===== src/rtl/risc8_reg_dump_if.sv =====
// Bus bundle between the register-dump sequencer, the regfile B read port
// and the byte sink. The dump block is the master; the debug bridge side is the slave.
interface risc8_reg_dump_if #(
  parameter int ADDR_BITS = 6
);
  logic                 start;
  logic                 abort;
  logic                 busy;
  logic                 done;
  logic                 rd_en;
  logic [ADDR_BITS-1:0] rd_addr;
  logic [7:0]           rd_data;
  logic                 out_valid;
  logic                 out_ready;
  logic [7:0]           out_data;
  logic [4:0]           out_index;

  modport master (
    input  start, abort, rd_data, out_ready,
    output busy, done, rd_en, rd_addr, out_valid, out_data, out_index
  );

  modport slave (
    output start, abort, rd_data, out_ready,
    input  busy, done, rd_en, rd_addr, out_valid, out_data, out_index
  );
endinterface


===== src/rtl/risc8_reg_dump.sv =====
// Debug read-out initiator: walks regfile registers 0..NUM_REGS-1 through the
// 1-cycle-latency B read port and streams each byte with its index on valid/ready.
module risc8_reg_dump #(
  parameter int NUM_REGS  = 32,
  parameter int ADDR_BITS = 6
) (
  input  logic               clk,
  input  logic               reset,
  risc8_reg_dump_if.master   bus
);

  typedef enum logic [2:0] {
    IDLE    = 3'd0,
    ISSUE   = 3'd1,
    CAPTURE = 3'd2,
    SEND    = 3'd3,
    FINISH  = 3'd4
  } state_t;

  localparam logic [4:0] LAST_IDX = 5'(NUM_REGS - 1);

  state_t     state_r;
  logic [4:0] idx_r;

  // Dump sequencer; every output is a register updated together with the state.
  always_ff @(posedge clk or posedge reset) begin
    if (reset) begin
      state_r       <= IDLE;
      idx_r         <= 5'd0;
      bus.busy      <= 1'b0;
      bus.done      <= 1'b0;
      bus.rd_en     <= 1'b0;
      bus.rd_addr   <= '0;
      bus.out_valid <= 1'b0;
      bus.out_data  <= 8'd0;
      bus.out_index <= 5'd0;
    end else begin
      bus.done <= 1'b0;
      // Abort beats both a pending handshake and a same-cycle start; in IDLE it changes nothing.
      if (bus.abort) begin
        state_r       <= IDLE;
        bus.busy      <= 1'b0;
        bus.rd_en     <= 1'b0;
        bus.out_valid <= 1'b0;
      end else begin
        case (state_r)
          IDLE: begin
            if (bus.start) begin
              idx_r       <= 5'd0;
              state_r     <= ISSUE;
              bus.busy    <= 1'b1;
              bus.rd_en   <= 1'b1;
              bus.rd_addr <= '0;
            end else begin
              state_r <= IDLE;
            end
          end
          ISSUE: begin
            state_r <= CAPTURE;
          end
          CAPTURE: begin
            bus.out_data  <= bus.rd_data;
            bus.out_index <= idx_r;
            bus.out_valid <= 1'b1;
            state_r       <= SEND;
          end
          SEND: begin
            if (bus.out_ready) begin
              bus.out_valid <= 1'b0;
              if (idx_r == LAST_IDX) begin
                state_r   <= FINISH;
                bus.done  <= 1'b1;
                bus.rd_en <= 1'b0;
              end else begin
                idx_r       <= idx_r + 5'd1;
                bus.rd_addr <= ADDR_BITS'(idx_r + 5'd1);
                state_r     <= ISSUE;
              end
            end else begin
              state_r <= SEND;
            end
          end
          FINISH: begin
            bus.busy <= 1'b0;
            state_r  <= IDLE;
          end
          default: begin
            state_r       <= IDLE;
            bus.busy      <= 1'b0;
            bus.rd_en     <= 1'b0;
            bus.out_valid <= 1'b0;
          end
        endcase
      end
    end
  end

endmodule


===== src/flat_wrapper.sv =====
// flat-port wrapper written by rule: the top's interface ports become plain ports
module risc8_reg_dump_flat 
#(
  parameter int NUM_REGS  = 32,
  parameter int ADDR_BITS = 6
)
  (clk, reset, bus_start, bus_abort, bus_rd_data, bus_out_ready, bus_busy, bus_done, bus_rd_en, bus_rd_addr, bus_out_valid, bus_out_data, bus_out_index);
  risc8_reg_dump_if #(.ADDR_BITS(ADDR_BITS)) bus_i ();
  input  logic clk;
  input  logic reset;
  input wire logic [$bits(bus_i.start)-1:0] bus_start;
  input wire logic [$bits(bus_i.abort)-1:0] bus_abort;
  input wire logic [$bits(bus_i.rd_data)-1:0] bus_rd_data;
  input wire logic [$bits(bus_i.out_ready)-1:0] bus_out_ready;
  output wire logic [$bits(bus_i.busy)-1:0] bus_busy;
  output wire logic [$bits(bus_i.done)-1:0] bus_done;
  output wire logic [$bits(bus_i.rd_en)-1:0] bus_rd_en;
  output wire logic [$bits(bus_i.rd_addr)-1:0] bus_rd_addr;
  output wire logic [$bits(bus_i.out_valid)-1:0] bus_out_valid;
  output wire logic [$bits(bus_i.out_data)-1:0] bus_out_data;
  output wire logic [$bits(bus_i.out_index)-1:0] bus_out_index;
  assign bus_i.start = bus_start;
  assign bus_i.abort = bus_abort;
  assign bus_i.rd_data = bus_rd_data;
  assign bus_i.out_ready = bus_out_ready;
  assign bus_busy = bus_i.busy;
  assign bus_done = bus_i.done;
  assign bus_rd_en = bus_i.rd_en;
  assign bus_rd_addr = bus_i.rd_addr;
  assign bus_out_valid = bus_i.out_valid;
  assign bus_out_data = bus_i.out_data;
  assign bus_out_index = bus_i.out_index;
  risc8_reg_dump #(.NUM_REGS(NUM_REGS), .ADDR_BITS(ADDR_BITS)) u_core (.clk(clk), .reset(reset), .bus(bus_i));
endmodule

===== config.mk =====
export PLATFORM = sky130hd
export DESIGN_NAME = risc8_reg_dump_flat
export DESIGN_NICKNAME = d
export VERILOG_FILES = /design/src/rtl/risc8_reg_dump_if.sv /design/src/rtl/risc8_reg_dump.sv /design/src/flat_wrapper.sv
export SDC_FILE = /design/constraint.sdc
export NUM_CORES = 1
export LEC_CHECK = 0
export ABC_AREA = 1
export BUFFER_PORTS_ARGS = -buffer_cell sky130_fd_sc_hd__buf_4
export CORE_UTILIZATION = 45
export DETAILED_ROUTE_END_ITERATION = 8
export PLACE_DENSITY_LB_ADDON = 0.05
export SLEW_MARGIN = 0
export SYNTH_ARGS = -nofsm -noshare
export SYNTH_HDL_FRONTEND = slang
export SYNTH_SLANG_ARGS = --single-unit

===== constraint.sdc =====
create_clock -name clk -period 1.6 [get_ports clk]
set_input_delay 0.32 -clock clk [delete_from_list [all_inputs] [get_ports clk]]
set_output_delay 0.32 -clock clk [all_outputs]
set_load 0.1 [all_outputs]

# After elaboration in Yosys (flattened, before gate mapping)
# Cells that the tools add are included.
[classes]
bitwise_logic = 1
eq_ne = 14
div = 0
shift = 0
n_reduce_logical = 10
addsub = 2
mux = 27
n_lt_le_gt_ge = 0
mul = 0
[op_table]
columns = ["op", "n"]
rows = [
  ["two-way mux 6 bit", 3],
  ["two-way mux 5 bit", 3],
  ["two-way mux 1 bit", 12],
  ["case mux 3 bit (4 select lines)", 1],
  ["case mux 6 bit (2 select lines)", 1],
  ["case mux 5 bit (2 select lines)", 1],
  ["two-way mux 3 bit", 3],
  ["OR reduction 3 bit", 3],
  ["adder 5 x 1 -> 6 bit (second input constant)", 1],
  ["== test 3 x 2 -> 1 bit (second input constant)", 2],
  ["inequality test 2 x 1 -> 1 bit (second input constant)", 3],
  ["inequality test 2 bit (second input constant)", 3],
  ["inequality test 3 bit (second input constant)", 2],
  ["case mux 1 bit (3 select lines)", 2],
  ["AND reduction 2 bit", 3],
  ["adder 5 x 1 -> 5 bit (second input constant)", 1],
  ["== test 5 bit (second input constant)", 1],
  ["AND reduction 5 bit", 1],
  ["AND reduction 4 bit", 1],
  ["== test 3 x 1 -> 1 bit (second input constant)", 1],
  ["== test 3 bit (second input constant)", 1],
  ["logical NOT 3 bit", 1],
  ["inequality test 3 x 2 -> 1 bit (second input constant)", 1],
  ["case mux 1 bit (2 select lines)", 1],
  ["other kinds (2)", 2],
]
[totals]
mem_count = 0
word_cells = 63
mem_bits_ro = 0
reg_bits = 31
latch_bits = 0
out_inout_bits = 23
in_bits = 13
ram_bits = 0

# Depth between registers and ports, before layout
[logic_depth]
word_depth = 5
ltp_mapped = 11
ltp_nobuf = 11

# Least setup slack after synthesis
# OpenSTA, ideal clock, no wires.
[synth_path]
kind = "flip-flop to flip-flop"
from = "register u_core.idx_r[0]"
to = "register u_core.idx_r[3]"
n_path_buf = 0
arrival_time_ns = 2.039
setup_ns = 0.131
slack_ns = -0.570
period_less_slack_ns = 2.170
required_ns = 1.469
path_stages_with_launch = 10
cell_sequence = "dfrtp_1 -> ha_1 -> nand2_1 -> nor2_1 -> ha_1 -> nor2_1 -> nand3_1 -> nand2_1 -> nand2_1 -> o21ai_0"
[synth_between]
elab_chain_len = 4
elab_cells_between_ends = 7
classes_between = "1 x add/sub; 2 x eq/ne; 3 x mux; 1 x reduce/logical"
[synth_rtl]
columns = ["element", "line_no", "rtl"]
rows = [
  ["start, declared", "risc8_reg_dump.sv:23", "logic [4:0] idx_r;"],
  ["start signal, assigned", "risc8_reg_dump.sv:75", "idx_r <= idx_r + 5'd1;"],
  ["adder 5 x 1 -> 5 bit", "risc8_reg_dump.sv:75", ""],
  ["two-way mux 5 bit", "risc8_reg_dump.sv:70", "if (idx_r == LAST_IDX) begin"],
  ["two-way mux 5 bit", "risc8_reg_dump.sv:68", "if (bus.out_ready) begin"],
  ["case mux 5 bit (2 select lines)", "risc8_reg_dump.sv:46", "case (state_r)"],
]
# Parallel ways exist; a longest one is shown, timed or not. The select of a mux whose other input is x is not followed.
# A chain may end at the register's enable or synchronous reset.

# Worst setup path after layout
[layout_path]
from = "register u_core.idx_r[0]"
to = "register u_core.bus.rd_addr[4]"
[layout_between]
elab_chain_len = 4
elab_cells_between_ends = 7
classes_between = "1 x add/sub; 2 x eq/ne; 3 x mux; 1 x reduce/logical"
[layout_rtl]
columns = ["element", "line_no", "rtl"]
rows = [
  ["adder 5 x 1 -> 6 bit", "risc8_reg_dump.sv:76", "bus.rd_addr <= ADDR_BITS'(idx_r + 5'd1);"],
  ["two-way mux 6 bit", "risc8_reg_dump.sv:70", ""],
  ["two-way mux 6 bit", "risc8_reg_dump.sv:68", ""],
  ["case mux 6 bit (2 select lines)", "risc8_reg_dump.sv:46", ""],
  ["end signal, assigned", "risc8_reg_dump.sv:76", ""],
  ["end, declared", "risc8_reg_dump_if.sv:20", "output busy, done, rd_en, rd_addr, out_valid, out_data, out_index"],
]
# Parallel ways exist; a longest one is shown, timed or not. The select of a mux whose other input is x is not followed.

==> impl_metrics.toml <==
[status]
status = "finished, final reports clean"

[global_route]
first_global_vias = 886
overflow = 0
track_usage_pct = 20.3
antenna_found_initial = 0
grt_pass1_wl_um = 3980
grt_max_degree = 19

[critical_path]
critical_path_required_ps = 1820
reg2reg_from = "u_core.idx_r[0]"
r2r_end = "u_core.bus.rd_addr[4]"
crit_arrival_ps = 1780
end_kind = "register"
path_class = "reg2reg"
startpoint_type = "register"
reg2reg_depth = 8
path_max_fanout = 6
ff2ff_setup_slack_ps = 40

[route]
drt_wl_total_um = 2530
firstDrtPassIters = 4
vias = 1018
drcViolationCount = 0
detail-route-antenna-nets = 0
routedWlPerCell_um = 13.2
drtIter0Drc = 17
vias_per_cell = 5.30

[final_layout]
design_area_um2 = 1620
final_cell_mix = "40 x buf_4, 21 x nand2_1, 21 x dfrtp_1, 11 x inv_1, 10 x o21ai_0"
drive_gt1_share_pct = 43.8
nNetsFinal = 178
final_common_cell = "buf_4"
area_growth_pct = 36.1
postLayoutCoreUtil_pct = 65.4
final_cells = 192
num_antenna_cells = 0

[floorplanning]
initial_core_util_pct = 48.0
die_x_um = 53.4
die_area_um2 = 2850
io_pins = 36
fp-row-count = 18
core_area_um2 = 2480
die_h_um = 53.4

[sta]
hold_violations = 0
setup_violations = 0
fin_skew_ps = 6.01
worst_pin_slew_ps = 550
clock.fmax_mhz = 640
rsz0062_at_grt = "yes"
slew_headroom_pct = 63.3
finalCritPeriodShare_pct = 97.7
slew_viol_final = 0
hold_ws_ps = 21.2
fin_crit_ps = 1560

[pwr]
p_clk_share_pct = 17.3
p_leak_nw = 0.778
p_seq_share_pct = 32.6
switching_power_mw = 1.30
p_int_mw = 1.30
pwr_density_cell_nw_per_um2 = 1610
ir_drop_uv = 1390
switching_share_pct = 49.8
pwr-share-comb_pct = 50.1

[cts]
cts_tree = "built"
htreeDepth = 1
hold_buffers = 0
clock-sinks = 26
clk_pin_slew_ps = 140
clockBufferDepth = 2
ctsRootBufferMaster = "clkbuf_4"
cts_inserted_buffers = 3
clkLatencyLatePin_ps = 330

[logic_synthesis]
synth_cell_types = 19
ys_ff_latch = 26
ys_warn_count = 0
syn_area_per_cell_um2 = 9.83
syn_nets = 136
postSynthCellCount = 121
syn-cell-area_um2 = 1190
yosysSeqAreaShare_pct = 54.7

[placed_design]
placed_cell_area_um2 = 1530
hpwlAfterDp_um = 1880
dp_cells = 187
gp_congestion = 0.886
io_buffers = 35

[min_path]
min_path_type = "in2async"

[run]
drv_cap = 0
kinds of logic (layout without fill, tap and decap cells):
kind of cell               count (synthesis)  count (layout)  synth area share (%)
adders and majority gates                  2               2                  2.10
DFF                                       26              26                  54.7
AOI/OAI and AO/OA                         16              16                  6.94
buffers and inverters                     14              55                  5.78
and+or+nand+nor                           54              54                  21.7
muxes                                      9               9                  8.83
stage by stage:
stage | TNS [ps] | power [mW] | worst slack [ps]
after detailed placement | 0 | 2.16 | 24.4
after global routing | -187 | 2.69 | -60.7
after global placement | 0 | 2.15 | 72.0
after CTS | 0 | 2.62 | 22.8
after floorplan | -280 | 1.89 | -45.3
final | 0 | 2.60 | 37.1
worst max path at each step:
stage | from | slack [ps] | to
4_1_cts | u_core.idx_r[1] | 20 | u_core.idx_r[2]
5_1_grt | u_core.idx_r[1] | -60 | u_core.bus.rd_en
2_1_floorplan | u_core.idx_r[0] | -50 | u_core.idx_r[3]
3_3_place_gp | u_core.idx_r[1] | 70 | u_core.idx_r[3]
6_report | u_core.idx_r[0] | 40 | u_core.bus.rd_addr[4]
3_5_place_dp | u_core.idx_r[1] | 20 | u_core.idx_r[3]
repair_timing:
item / CTS / global route
setup endpoints to repair: 2 / 7
pin swaps: 1 / 3
setup buffers: 1 / 0
resized for setup: 1 / 11
cloned: 0 / 0
power groups by stage:
stage	clock network [mW]	logic, mW	registers, mW
after floorplan	0	0.177	1.71
after global placement	0	1.29	0.856
after detailed placement	0	1.30	0.862
after CTS	0.464	1.31	0.848
after global routing	0.482	1.35	0.863
final	0.450	1.30	0.847
synth_stat cells:
library cell / number / area share [%]
nor2_4: 2 / 1.9
a22oi_1: 1 / 0.63
nand3_4: 1 / 1.5
nor2_1: 10 / 3.2
mux2_4: 1 / 1.3
inv_1: 11 / 3.5
nor4_1: 1 / 0.53
mux2_2: 8 / 7.6
buf_6: 2 / 1.9
nand2_1: 27 / 8.5
a21oi_1: 2 / 0.84
nor3_1: 2 / 0.84
nand4_1: 4 / 2.1
o21ai_0: 13 / 5.5
dfrtp_1: 26 / 55
buf_2: 1 / 0.42
nor3b_1: 1 / 0.63
nand3_1: 6 / 2.5
ha_1: 2 / 2.1
layout make-up:
class | count | area [um^2]
well taps | 30 | 37.5
inverters | 11 | 41.3
flip-flops and latches | 26 | 662
clock inverters | 1 | 30.0
repair buffers | 40 | 300
fillers | 208 | 858
clock buffers | 3 | 22.5
multi-input cells | 81 | 526
critical path: stages (launching register included):
cell and delay (ps):
dfrtp_4 520, ha_4 170, nand2_2 60, nor2_1 40, ha_2 200, nor2_4 140
nand3_4 110, nand2_4 120, o21ai_0 90
per-layer routing:
layer / routed length, um / GRT usage (%)
met1: 1050 / 26.7
met2: 1260 / 31.5
met3: 182 / 4.60
met4: 42 / 9.21
met5: 0 / 0
state kept, by name (all words and copies together) (netlist names):
signal                cells
u_core.bus.done           1
u_core.bus.rd_en          1
u_core.bus.out_data       8
u_core.bus.out_index      5
u_core.state_r            3
u_core.bus.busy           1
u_core.bus.rd_addr        2
u_core.idx_r              4
u_core.bus.out_valid      1
No activity file was read; power rests on OpenSTA's default activity.
